--- config.mk ---
export PLATFORM = sky130hd
export DESIGN_NAME = sar_ctrl_param_flat
export DESIGN_NICKNAME = d
export VERILOG_FILES = /design/src/rtl/sar_ctrl_param_if.sv /design/src/rtl/sar_ctrl_param.sv /design/src/flat_wrapper.sv
export SDC_FILE = /design/constraint.sdc
export NUM_CORES = 1
export LEC_CHECK = 0
export CAP_MARGIN = 10
export CELL_PAD_IN_SITES_DETAIL_PLACEMENT = 0
export CELL_PAD_IN_SITES_GLOBAL_PLACEMENT = 2
export CORE_AREA = 2 2 78 80
export CTS_CLUSTER_SIZE = 40
export DETAILED_ROUTE_END_ITERATION = 7
export DIE_AREA = 0 0 80 82
export PLACE_DENSITY = 0.88
export SLEW_MARGIN = 0
export SYNTH_ARGS = -nofsm -noshare
export SYNTH_HDL_FRONTEND = slang
export SYNTH_SLANG_ARGS = --single-unit
--- constraint.sdc ---
create_clock -name clk -period 3.38 [get_ports clk]
set_input_delay 0.676 -clock clk [delete_from_list [all_inputs] [get_ports clk]]
set_output_delay 0.676 -clock clk [all_outputs]
set_load 0.05 [all_outputs]
--- src/rtl/sar_ctrl_param_if.sv ---
// Signal bundle between the SAR controller, the dynamic comparator and the
// capacitive DAC switch drivers. The controller attaches through the slave
// modport; the surrounding logic (or a bench) attaches through the master one.
//
// Handshake: start is sampled only while the controller is idle and En=1;
// once busy, start is ignored. valid is a single-cycle pulse, and D and err
// are updated in that same cycle and hold until the next valid pulse. There
// is no back-pressure: the consumer must take D when valid is high or later.
interface sar_ctrl_param_if #(
   parameter int NBITS = 8
);
   logic             En;
   logic             start;
   logic             cont;
   logic             Op;
   logic             Om;
   logic             sample;
   logic             cmp_en;
   logic             busy;
   logic [NBITS-1:0] B;
   logic [NBITS-1:0] BN;
   logic [NBITS-1:0] D;
   logic             valid;
   logic             err;
   logic [2:0]       state_dbg;

   modport master (
      output En, start, cont, Op, Om,
      input  sample, cmp_en, busy, B, BN, D, valid, err, state_dbg
   );

   modport slave (
      input  En, start, cont, Op, Om,
      output sample, cmp_en, busy, B, BN, D, valid, err, state_dbg
   );
endinterface

--- src/rtl/sar_ctrl_param.sv ---
// Parametrised successive-approximation controller: samples, then resolves
// one bit per comparator decision from MSB to LSB, with optional DAC settling
// cycles, a per-bit decision timeout and a continuous-conversion mode.
module sar_ctrl_param #(
   parameter int NBITS      = 8,
   parameter int SAMPLE_CYC = 1,
   parameter int SETTLE_CYC = 0,
   parameter int TIMEOUT    = 4
) (
   input logic             clk,
   input logic             rst_n,
   sar_ctrl_param_if.slave bus
);
   localparam int SAMP_W = $clog2(SAMPLE_CYC + 1);
   localparam int SETL_W = (SETTLE_CYC > 0) ? $clog2(SETTLE_CYC + 1) : 1;
   localparam int TMO_W  = $clog2(TIMEOUT + 1);
   localparam int IDX_W  = $clog2(NBITS);

   localparam logic [SAMP_W-1:0] SAMP_LAST = SAMP_W'(SAMPLE_CYC - 1);
   localparam logic [SETL_W-1:0] SETL_LAST = SETL_W'((SETTLE_CYC > 0) ? SETTLE_CYC - 1 : 0);
   localparam logic [TMO_W-1:0]  TMO_LIMIT = TMO_W'(TIMEOUT);
   localparam logic [IDX_W-1:0]  IDX_TOP   = IDX_W'(NBITS - 1);
   localparam logic [NBITS-1:0]  MSB_ONLY  = {1'b1, {(NBITS-1){1'b0}}};

   localparam logic [2:0] S_IDLE    = 3'd0;
   localparam logic [2:0] S_SAMPLE  = 3'd1;
   localparam logic [2:0] S_SETTLE  = 3'd2;
   localparam logic [2:0] S_COMPARE = 3'd3;
   localparam logic [2:0] S_DONE    = 3'd4;
   // Where a new trial bit goes: settle first unless settling is disabled.
   localparam logic [2:0] S_TRIAL   = (SETTLE_CYC == 0) ? S_COMPARE : S_SETTLE;

   logic [2:0]       state_q, state_d;
   logic [NBITS-1:0] b_q, b_d;
   logic [NBITS-1:0] d_q, d_d;
   logic [IDX_W-1:0] idx_q, idx_d;
   logic [TMO_W-1:0] tmo_q, tmo_d;
   logic [SAMP_W-1:0] samp_q, samp_d;
   logic [SETL_W-1:0] setl_q, setl_d;
   logic             acc_q, acc_d;
   logic             err_q, err_d;
   logic             valid_q, valid_d;
   logic             sample_q, sample_d;
   logic             cmp_en_q, cmp_en_d;
   logic             busy_q, busy_d;
   logic             decided;
   logic             bit_val;

   // Next-state, trial-code and result computation for the whole conversion.
   always_comb begin
      state_d = state_q;
      b_d     = b_q;
      d_d     = d_q;
      idx_d   = idx_q;
      tmo_d   = tmo_q;
      samp_d  = samp_q;
      setl_d  = setl_q;
      acc_d   = acc_q;
      err_d   = err_q;
      valid_d = 1'b0;
      decided = 1'b0;
      bit_val = 1'b0;
      if (!bus.En) begin
         // Abort: drop to idle, keep the previous result and error flag.
         state_d = S_IDLE;
         b_d     = '0;
         tmo_d   = '0;
         samp_d  = '0;
         setl_d  = '0;
      end else begin
         case (state_q)
            S_IDLE: begin
               if (bus.start) begin
                  state_d = S_SAMPLE;
                  b_d     = '0;
                  samp_d  = '0;
               end
            end
            S_SAMPLE: begin
               if (samp_q == SAMP_LAST) begin
                  samp_d  = '0;
                  setl_d  = '0;
                  tmo_d   = '0;
                  acc_d   = 1'b0;
                  b_d     = MSB_ONLY;
                  idx_d   = IDX_TOP;
                  state_d = S_TRIAL;
               end else begin
                  samp_d = samp_q + 1'b1;
               end
            end
            S_SETTLE: begin
               if (setl_q == SETL_LAST) begin
                  setl_d  = '0;
                  state_d = S_COMPARE;
               end else begin
                  setl_d = setl_q + 1'b1;
               end
            end
            S_COMPARE: begin
               // A stuck comparator resolves the bit to 0 once the limit is hit.
               if (tmo_q == TMO_LIMIT) begin
                  decided = 1'b1;
                  bit_val = 1'b0;
                  acc_d   = 1'b1;
               end else if (bus.Op && !bus.Om) begin
                  decided = 1'b1;
                  bit_val = 1'b1;
               end else if (!bus.Op && bus.Om) begin
                  decided = 1'b1;
                  bit_val = 1'b0;
               end else begin
                  tmo_d = tmo_q + 1'b1;
               end
               if (decided) begin
                  tmo_d        = '0;
                  b_d[idx_q]   = bit_val;
                  if (idx_q != '0) begin
                     b_d[idx_q - 1'b1] = 1'b1;
                     idx_d   = idx_q - 1'b1;
                     state_d = S_TRIAL;
                  end else begin
                     state_d = S_DONE;
                     valid_d = 1'b1;
                     d_d     = b_d;
                     err_d   = acc_d;
                  end
               end
            end
            S_DONE: begin
               if (bus.cont) begin
                  state_d = S_SAMPLE;
                  samp_d  = '0;
               end else begin
                  state_d = S_IDLE;
                  b_d     = '0;
               end
            end
            default: begin
               state_d = S_IDLE;
               b_d     = '0;
            end
         endcase
      end
      sample_d = (state_d == S_SAMPLE);
      cmp_en_d = (state_d == S_COMPARE);
      busy_d   = (state_d != S_IDLE);
   end

   // State and registered outputs, cleared immediately by reset.
   always_ff @(posedge clk or negedge rst_n) begin
      if (!rst_n) begin
         state_q  <= S_IDLE;
         b_q      <= '0;
         d_q      <= '0;
         idx_q    <= '0;
         tmo_q    <= '0;
         samp_q   <= '0;
         setl_q   <= '0;
         acc_q    <= 1'b0;
         err_q    <= 1'b0;
         valid_q  <= 1'b0;
         sample_q <= 1'b0;
         cmp_en_q <= 1'b0;
         busy_q   <= 1'b0;
      end else begin
         state_q  <= state_d;
         b_q      <= b_d;
         d_q      <= d_d;
         idx_q    <= idx_d;
         tmo_q    <= tmo_d;
         samp_q   <= samp_d;
         setl_q   <= setl_d;
         acc_q    <= acc_d;
         err_q    <= err_d;
         valid_q  <= valid_d;
         sample_q <= sample_d;
         cmp_en_q <= cmp_en_d;
         busy_q   <= busy_d;
      end
   end

   assign bus.sample    = sample_q;
   assign bus.cmp_en    = cmp_en_q;
   assign bus.busy      = busy_q;
   assign bus.B         = b_q;
   assign bus.BN        = ~b_q;
   assign bus.D         = d_q;
   assign bus.valid     = valid_q;
   assign bus.err       = err_q;
   assign bus.state_dbg = state_q;
endmodule
--- src/flat_wrapper.sv ---
// flat-port wrapper written by rule: the top's interface ports become plain ports
module sar_ctrl_param_flat 
#(
   parameter int NBITS      = 8,
   parameter int SAMPLE_CYC = 1,
   parameter int SETTLE_CYC = 0,
   parameter int TIMEOUT    = 4
)
  (clk, rst_n, bus_En, bus_start, bus_cont, bus_Op, bus_Om, bus_sample, bus_cmp_en, bus_busy, bus_B, bus_BN, bus_D, bus_valid, bus_err, bus_state_dbg);
  sar_ctrl_param_if #(.NBITS(NBITS)) bus_i ();
  input logic clk;
  input logic rst_n;
  input wire logic [$bits(bus_i.En)-1:0] bus_En;
  input wire logic [$bits(bus_i.start)-1:0] bus_start;
  input wire logic [$bits(bus_i.cont)-1:0] bus_cont;
  input wire logic [$bits(bus_i.Op)-1:0] bus_Op;
  input wire logic [$bits(bus_i.Om)-1:0] bus_Om;
  output wire logic [$bits(bus_i.sample)-1:0] bus_sample;
  output wire logic [$bits(bus_i.cmp_en)-1:0] bus_cmp_en;
  output wire logic [$bits(bus_i.busy)-1:0] bus_busy;
  output wire logic [$bits(bus_i.B)-1:0] bus_B;
  output wire logic [$bits(bus_i.BN)-1:0] bus_BN;
  output wire logic [$bits(bus_i.D)-1:0] bus_D;
  output wire logic [$bits(bus_i.valid)-1:0] bus_valid;
  output wire logic [$bits(bus_i.err)-1:0] bus_err;
  output wire logic [$bits(bus_i.state_dbg)-1:0] bus_state_dbg;
  assign bus_i.En = bus_En;
  assign bus_i.start = bus_start;
  assign bus_i.cont = bus_cont;
  assign bus_i.Op = bus_Op;
  assign bus_i.Om = bus_Om;
  assign bus_sample = bus_i.sample;
  assign bus_cmp_en = bus_i.cmp_en;
  assign bus_busy = bus_i.busy;
  assign bus_B = bus_i.B;
  assign bus_BN = bus_i.BN;
  assign bus_D = bus_i.D;
  assign bus_valid = bus_i.valid;
  assign bus_err = bus_i.err;
  assign bus_state_dbg = bus_i.state_dbg;
  sar_ctrl_param #(.NBITS(NBITS), .SAMPLE_CYC(SAMPLE_CYC), .SETTLE_CYC(SETTLE_CYC), .TIMEOUT(TIMEOUT)) u_core (.clk(clk), .rst_n(rst_n), .bus(bus_i));
endmodule
# == Word-level counts from Yosys, hierarchy flattened ==
# Cells that the tools add are included.
# totals
output_inout_bits,32
mem_bits_ro,0
memories,0
wordCells,118
in_bits,7
latchBits,0
mem_bits_rw,0
regBits,33
# classes
shift,0
eq_ne,22
n_mul,0
addsub,4
n_mux,55
div,0
bitwise,3
reduce_logical,17
magnitude_cmp,4
# op_table
cell,n
$mux 8,6
$mux 3,15
$pmux 8 s5,1
$mux 1,24
$pmux 3 s5,1
$reduce_and 5->1,3
$ne 3x3->1 const B,4
$ne 4x4->1 const B,3
$pmux 3 s2,2
$eq 3x2->1 const B,3
$bwmux 8,1
$lt 3x4->1 const B,2
$not 8->8,1
$or 8x8->8,1
$demux 1 s3,2
$eq 3x1->1 const B,2
$eq 3x3->1 const B,2
$ge 3x1->1 const B,2
$ne 3x1->1 const B,2
$reduce_and 3->1,2
$reduce_bool 3->1,2
$logic_and 1x1->1,4
$ne 2x1->1 const B,2
$ne 2x2->1 const B,2
other kinds (13),16

# == Logic depth before layout (Yosys ltp) ==
# Gate-level depths: netlist of run 1.
# depth
word_depth,12
ltp_mapped,9
ltp_nobuf,6

# == Least setup slack after synthesis of run 1 ==
# No wires, ideal clock.
# synth_path
path_type,input to register
startpoint,input bus_Om
endpoint,register u_core.b_q[0] (netlist: u_core.bus.B[0])
setup_ns,0.126
setup_slack_ns,1.326
required_ns,3.254
t_arrival_ns,1.928
cell_stages,6
path_buffers,0
cell_sequence,inv_1 ha_1 a21bo_4 nor3_2 o31a_4 a221o_1
# synth_between
elab_chain_cells,12
elab_cells_between_ends,20
cone_classes,eq/ne: 1; mux: 14; bitwise: 1; reduce/logical: 4
# synth_rtl
item,line,source
start: declaration,flat_wrapper.sv:17,input wire logic [$bits(bus_i.Om)-1:0] bus_Om;
$logic_not 1->1,sar_ctrl_param.sv:106,end else if (bus.Op && !bus.Om) begin
$logic_and 1x1->1,sar_ctrl_param.sv:106,
$mux 1,sar_ctrl_param.sv:106,
$mux 1,sar_ctrl_param.sv:102,if (tmo_q == TMO_LIMIT) begin
$mux 1,sar_ctrl_param.sv:71,case (state_q)
$mux 1,sar_ctrl_param.sv:63,if (!bus.En) begin
$bwmux 8,sar_ctrl_param.sv:117,b_d[idx_q] = bit_val;
$or 8x8->8 (no source line),-,
$mux 8,sar_ctrl_param.sv:118,if (idx_q != '0) begin
$mux 8,sar_ctrl_param.sv:115,if (decided) begin
$pmux 8 s5,sar_ctrl_param.sv:71,
$mux 8,sar_ctrl_param.sv:63,
end signal: assignment,sar_ctrl_param.sv:154,b_q <= '0;
end signal: assignment,sar_ctrl_param.sv:168,b_q <= b_d;
end: declaration,sar_ctrl_param.sv:34,"logic [NBITS-1:0] b_q, b_d;"
# Parallel ways exist; a longest one is shown, timed or not. The select of a mux whose other input is x is not followed.
# A chain may end at the register's enable or synchronous reset.

# == Worst setup path after layout of run 1 ==
# layout_path
startpoint,register u_core.state_q[1] (netlist: u_core.bus.state_dbg[1])
endpoint,output bus_state_dbg[1]
# layout_lines
item,line,source
start: declaration,sar_ctrl_param.sv:33,"logic [2:0] state_q, state_d;"
start signal: assignment,sar_ctrl_param.sv:167,state_q <= state_d;
end: declaration,flat_wrapper.sv:26,output wire logic [$bits(bus_i.state_dbg)-1:0] bus_state_dbg;
# No word-level cell between the ends.

==> flow_metrics.env, run 1 <==
export IMPL_place_hpwl_um=3130
export IMPL_postCtsSetupBuffers=0
export IMPL_core_area_mm2=0.00575
export IMPL_grt_max_degree=32
export IMPL_p_leak_nw=0.992
export IMPL_power_density_mw_per_mm2=435
export IMPL_post_place_cells=292
export IMPL_regArea_um2=776
export IMPL_grt_ovfl_total=0
export IMPL_cts_buffers=5
export IMPL_fin_worst_skew_ns=0.00745
export IMPL_yosys_warnings=0
export IMPL_die_x_um=80
export IMPL_pre_cts_slack_ns=0.719
export IMPL_worst_path_largest_cell_delay_ns=0.89
export IMPL_multiInputGateArea_um2=923
export IMPL_die_h_um=82
export IMPL_async_flop_share=1.00
export IMPL_grt_pass1_vias=1568
export IMPL_start_util=0.320
export IMPL_worstPathArrival_ns=1.79
export IMPL_antenna_left=0
export IMPL_nFillCells=595
export IMPL_ys_seq_elements=31
export IMPL_cts_sinks=31
export IMPL_clkSlewWorstSetupHoldPaths_ns=0.07
export IMPL_synth_edff_count=0
export IMPL_maxCapViolCount=0
export IMPL_yosys_area_top_type="dfrtp_1"
export IMPL_syn_inst=189
export IMPL_r2r_slack_ns=1.20
export IMPL_crit_buf_inv=1
export IMPL_whs_endpoint="u_core.bus.D[1]"
export IMPL_drv_slew=0
export IMPL_insertion_delay_ns=0.28
export IMPL_diodes=0
export IMPL_period_minus_slack_ns=2.47
export IMPL_antenna_found_initial=0
export IMPL_area_growth_pct=28.0
export IMPL_wl_um=4370
export IMPL_ir_drop_uv=171
export IMPL_tightest_slew_ns=0.541
export IMPL_layoutNonFillerInstCount=300
export IMPL_crit_family="buffers and inverters"
export IMPL_hold_buffers=0
export IMPL_worst_r2r_endpoint="u_core.bus.D[6]"
export IMPL_cts_buffer_depth=2
export IMPL_path_cells="clkdlybuf4s50_1"
export IMPL_min_from="u_core.bus.D[1]"
export IMPL_crit_required_ns=2.70
export IMPL_cts_tree="done"
export IMPL_place_congestion=0.783
export IMPL_setup_viol=0
export IMPL_rsz0062_at_grt="false"
export IMPL_final_net_count=237
export IMPL_fin_ws_ns=0.909
export IMPL_synth_area_per_cell_um2=9.73
export IMPL_yosysMostFrequentCell="dfrtp_1"
export IMPL_syn_area_mm2=0.00184
export IMPL_fin_tns_setup_ns=0
export IMPL_r2r_start="u_core.idx_q[1]"
export IMPL_final_util=0.410
export IMPL_path_class="reg -> out"
export IMPL_hold_path_class="reg -> reg"
export IMPL_fin_crit_sh=0.731
export IMPL_synth_seq_area_share=0.422
export IMPL_startpoint_type="register"
export IMPL_cts_htree_levels=2
export IMPL_ios=39
export IMPL_fmax_mhz=405
export IMPL_avgRoutedWirePerCell_um=14.6
export IMPL_relSlewSlack=0.637
export IMPL_drive_gt1_frac=0.0978
export IMPL_synth_fp_nets=202
export IMPL_synth_ff_type="dfrtp_1"
export IMPL_die_area_mm2=0.00656
export IMPL_yosys_top_cells_count="dfrtp_1 (31), nor2_1 (19), a21oi_1 (14), inv_1 (14)"
export IMPL_num_vias=1551
export IMPL_ys_types=52
export IMPL_root_buffer="clkbuf_8"
export IMPL_vias_per_cell=5.17
export IMPL_hold_violations=0
export IMPL_portBuffers=38
export IMPL_endpoint_kind="primary output"
export IMPL_min_path_cells=2
export IMPL_ctsResizeCount=0
export IMPL_worst_r2r_path_depth=7
export IMPL_drc_errors=0
export IMPL_yosys_top_cells_area="dfrtp_1 (42%), ha_1 (4.1%), nor2_1 (3.9%)"
export IMPL_cpMaxStageDelayCell="clkdlybuf4s50_1"
export IMPL_grt_pass1_wl_um=7690
export IMPL_drt_initial_drc_count=187
export IMPL_status="completed"
export IMPL_fp_row_count=28
export IMPL_drt_first_pass_iters=4
export IMPL_synth_top_area_frac=0.422
export IMPL_grt_total_usage=0.151
export IMPL_cp_max_fo=11
## per-layer routing
metal  track usage  vias to the layer above  share of wire
met5             0                        -              0
met4        0.0525                        0          0.020
met3        0.0374                        7          0.045
met2         0.238                       42           0.45
met1         0.202                      743           0.48
li1              -                      759              -
## kinds of logic after synthesis
group	after synthesis	synth area share
DFF	31	0.422
xor gates and xnor gates	2	0.00953
adders and majority gates	6	0.0408
and+or+nand+nor	55	0.171
AOI/OAI and AO/OA	57	0.242
muxes	7	0.0381
buffers and inverters	31	0.0762
## stage by stage
stage,instance area (um2),hold WS (ns),power [mW]
floorplan,1840,0.380,0.659
global placement,2270,0.511,0.750
detailed placement,2270,0.517,0.749
CTS,2350,0.531,1.03
global route,2350,0.558,1.09
finish,2350,0.525,1.02
## registers in the layout, summed over array words and instances, names as in the netlist
register and flops:
u_core.bus.valid 1, u_core.bus.state_dbg 3, u_core.bus.B 8, u_core.bus.sample 1, u_core.bus.busy 1, u_core.idx_q 3
u_core.bus.cmp_en 1, u_core.acc_q 1, u_core.bus.err 1, u_core.tmo_q 3, u_core.bus.D 8
## worst max-delay path by stage
stage,start,end,cells after the start
floorplan,bus_Om,u_core.bus.B[0],6
global placement,bus_Om,u_core.bus.B[4],7
detailed placement,bus_Om,u_core.bus.B[4],7
CTS,u_core.bus.state_dbg[1],bus_state_dbg[1],1
global route,u_core.bus.state_dbg[1],bus_state_dbg[1],1
finish,u_core.bus.state_dbg[1],bus_state_dbg[1],1
## power breakdown
part           internal [mW]  switching, mW
registers              0.390         0.0331
logic                  0.113          0.208
clock network          0.144          0.136
## cell usage in the layout (no fill, tap or decap), types with 5 or more instances in the layout
master / synthesis / final
inv_1: 14 / 14
nor2_1: 19 / 19
a31oi_1: 5 / 5
dfrtp_1: 31 / 31
nand3_1: 7 / 7
mux2i_1: 7 / 7
clkdlybuf4s50_1: 0 / 38
clkbuf_8: 0 / 5
ha_1: 6 / 6
a21oi_1: 14 / 14
## final cells by class
| cell class | instances | area share |
|---|---|---|
| multi-input combinational | 127 | 0.392 |
| sequential | 31 | 0.330 |
| timing repair buffer | 42 | 0.174 |
| tap | 75 | 0.0399 |
| clock buffer | 7 | 0.0324 |
| inverter | 17 | 0.0292 |
| clock inverter | 1 | 0.00213 |
Power figures use the tool's default switching activity.
==> run 2: changes to the inputs <==
--- a/config.mk
+++ b/config.mk
@@ -8,11 +8,11 @@
 export CAP_MARGIN = 10
 export CELL_PAD_IN_SITES_DETAIL_PLACEMENT = 0
 export CELL_PAD_IN_SITES_GLOBAL_PLACEMENT = 2
-export CORE_AREA = 2 2 78 80
+export CORE_AREA = 2 2 81 83
 export CTS_CLUSTER_SIZE = 40
 export DETAILED_ROUTE_END_ITERATION = 7
-export DIE_AREA = 0 0 80 82
-export PLACE_DENSITY = 0.88
+export DIE_AREA = 0 0 83 85
+export PLACE_DENSITY = 0.82
 export SLEW_MARGIN = 0
 export SYNTH_ARGS = -nofsm -noshare
 export SYNTH_HDL_FRONTEND = slang
==> constraint.sdc (replaced) <==
create_clock -name clk -period 2.5 [get_ports clk]
set_input_delay 0.5 -clock clk [delete_from_list [all_inputs] [get_ports clk]]
set_output_delay 0.5 -clock clk [all_outputs]
set_load 0.05 [all_outputs]
==> run 2 against run 1 <==
Total power rose by 37%. Cell area is 1.7% higher. Register-to-register slack got worse by 0.80 ns. Sequential share of layout area shrank 0.55 points. Worst hold slack better by 0.0021 ns. Sequential power is 34% higher. Setup slack worse by 0.66 ns. Highest routed layer unchanged.
==> flow_metrics.env, run 2 (synthesized netlist as in run 1, its figures left out) <==
export IMPL_status="completed"
export IMPL_core_area_mm2=0.00620
export IMPL_antenna_found_initial=0
export IMPL_final_util=0.386
export IMPL_r2r_slack_ns=0.40
export IMPL_nFillCells=634
export IMPL_insertion_delay_ns=0.28
export IMPL_fin_crit_sh=0.901
export IMPL_cts_tree="done"
export IMPL_startpoint_type="register"
export IMPL_place_hpwl_um=3210
export IMPL_mostFrequentLayoutCells="clkdlybuf4s50_1 (38), dfrtp_1 (31), nor2_1 (19), inv_1 (14), a21oi_1 (14)"
export IMPL_multiInputGateArea_um2=923
export IMPL_hold_path_class="reg -> reg"
export IMPL_postCtsSetupBuffers=0
export IMPL_endpoint_kind="primary output"
export IMPL_start_util=0.296
export IMPL_fmax_mhz=444
export IMPL_die_area_mm2=0.00706
export IMPL_cts_buffers=5
export IMPL_ir_drop_uv=232
export IMPL_path_cells="clkdlybuf4s50_1"
export IMPL_crit_family="buffers and inverters"
export IMPL_clkSlewWorstSetupHoldPaths_ns=0.06
export IMPL_r2r_start="u_core.idx_q[1]"
export IMPL_portBuffers=38
export IMPL_fin_worst_skew_ns=0.0101
export IMPL_fin_tns_setup_ns=0
export IMPL_p_switching_mw=0.519
export IMPL_drt_first_pass_iters=4
export IMPL_worst_path_largest_cell_delay_ns=0.88
export IMPL_crit_start="u_core.bus.state_dbg[0]"
export IMPL_drt_initial_drc_count=139
export IMPL_die_h_um=85
export IMPL_drc_errors=0
export IMPL_antenna_left=0
export IMPL_cts_sinks=31
export IMPL_drive_gt1_frac=0.117
export IMPL_p_seq_frac=0.406
export IMPL_die_x_um=83
export IMPL_avgRoutedWirePerCell_um=14.6
export IMPL_min_from="u_core.bus.D[2]"
export IMPL_hold_buffers=0
export IMPL_maxCapViolCount=0
export IMPL_cpMaxStageDelayCell="clkdlybuf4s50_1"
export IMPL_relSlewSlack=0.659
export IMPL_wl_um=4490
export IMPL_p_comb_frac=0.319
export IMPL_worstPathArrival_ns=1.75
export IMPL_final_common_cell="clkdlybuf4s50_1"
export IMPL_regArea_um2=776
export IMPL_grt_ovfl_total=0
export IMPL_pwr_share_clk=0.275
export IMPL_p_leak_nw=1.02
export IMPL_hold_violations=0
export IMPL_area_growth_pct=30.1
export IMPL_grt_total_usage=0.132
export IMPL_ctsResizeCount=0
export IMPL_num_vias=1545
export IMPL_drv_slew=0
export IMPL_root_buffer="clkbuf_8"
export IMPL_diodes=0
export IMPL_place_congestion=0.828
export IMPL_rsz0062_at_grt="false"
export IMPL_swShare=0.371
export IMPL_cts_htree_levels=2
export IMPL_power_density_mw_per_mm2=585
export IMPL_period_minus_slack_ns=2.25
export IMPL_crit_buf_inv=1
export IMPL_fp_row_count=29
export IMPL_grt_pass1_vias=1487
export IMPL_setup_viol=0
export IMPL_vias_per_cell=5.03
export IMPL_crit_required_ns=2.00
export IMPL_grt_pass1_wl_um=7510
export IMPL_p_int_mw=0.880
export IMPL_cts_buffer_depth=2
export IMPL_cp_max_fo=10
export IMPL_grt_max_degree=32
export IMPL_path_class="reg -> out"
export IMPL_ios=39
export IMPL_final_net_count=242
export IMPL_tightest_slew_ns=0.510
## run 2: final cells by class
cell class / count / area share
clock buffer: 7 / 0.0319
clock inverter: 1 / 0.00209
inverter: 17 / 0.0288
multi-input combinational: 127 / 0.386
sequential: 31 / 0.324
tap: 77 / 0.0403
timing repair buffer: 47 / 0.187
## run 2: per-stage QoR
step / worst slack, ns / power (mW) / cell area [um2] / hold WS, ns / cells
finish: 0.247 / 1.40 / 2390 / 0.527 / 307
CTS: 0.221 / 1.42 / 2390 / 0.537 / 307
global route: 0.167 / 1.48 / 2390 / 0.561 / 307
floorplan: 0.584 / 0.891 / 1840 / 0.204 / 189
global placement: 0.0411 / 1.02 / 2310 / 0.512 / 299
detailed placement: 0.0361 / 1.03 / 2310 / 0.521 / 299
## run 2: path summary, 6_finish.rpt
check,to,cells past startpoint
min in group asynchronous,u_core.tmo_q[0],2
min reg2reg,u_core.bus.D[2],2
max in group asynchronous,u_core.bus.B[2],2
max reg2reg,u_core.bus.B[7],6
max,bus_state_dbg[0],1
min,u_core.bus.D[2],2
## run 2: worst register-to-register path: cells and delay by family, from the launching register on
kind	cells	cell delay, ns
muxes	1	0.11
and+or+nand+nor	1	0.19
DFF	1	0.55
AOI/OAI and AO/OA	2	0.62
buffers and inverters	1	0.23
adders and majority gates	1	0.35
## run 2: power by group through the flow
stage          logic (mW)  clock network, mW  registers, mW
6_report            0.447              0.385          0.568
5_1_grt             0.488              0.424          0.572
4_1_cts             0.449              0.401          0.567
3_5_place_dp        0.448                  0          0.577
3_3_place_gp        0.449                  0          0.576
2_1_floorplan       0.305                  0          0.586
## run 2: metal layers
metal  global-route usage  up-vias  wire length [um]
met4               0.0477        0                58
met5                    0        -                 0
met2                0.216       37              2130
met3               0.0321        6               180
li1                     -      763                 -
met1                0.172      739              2120
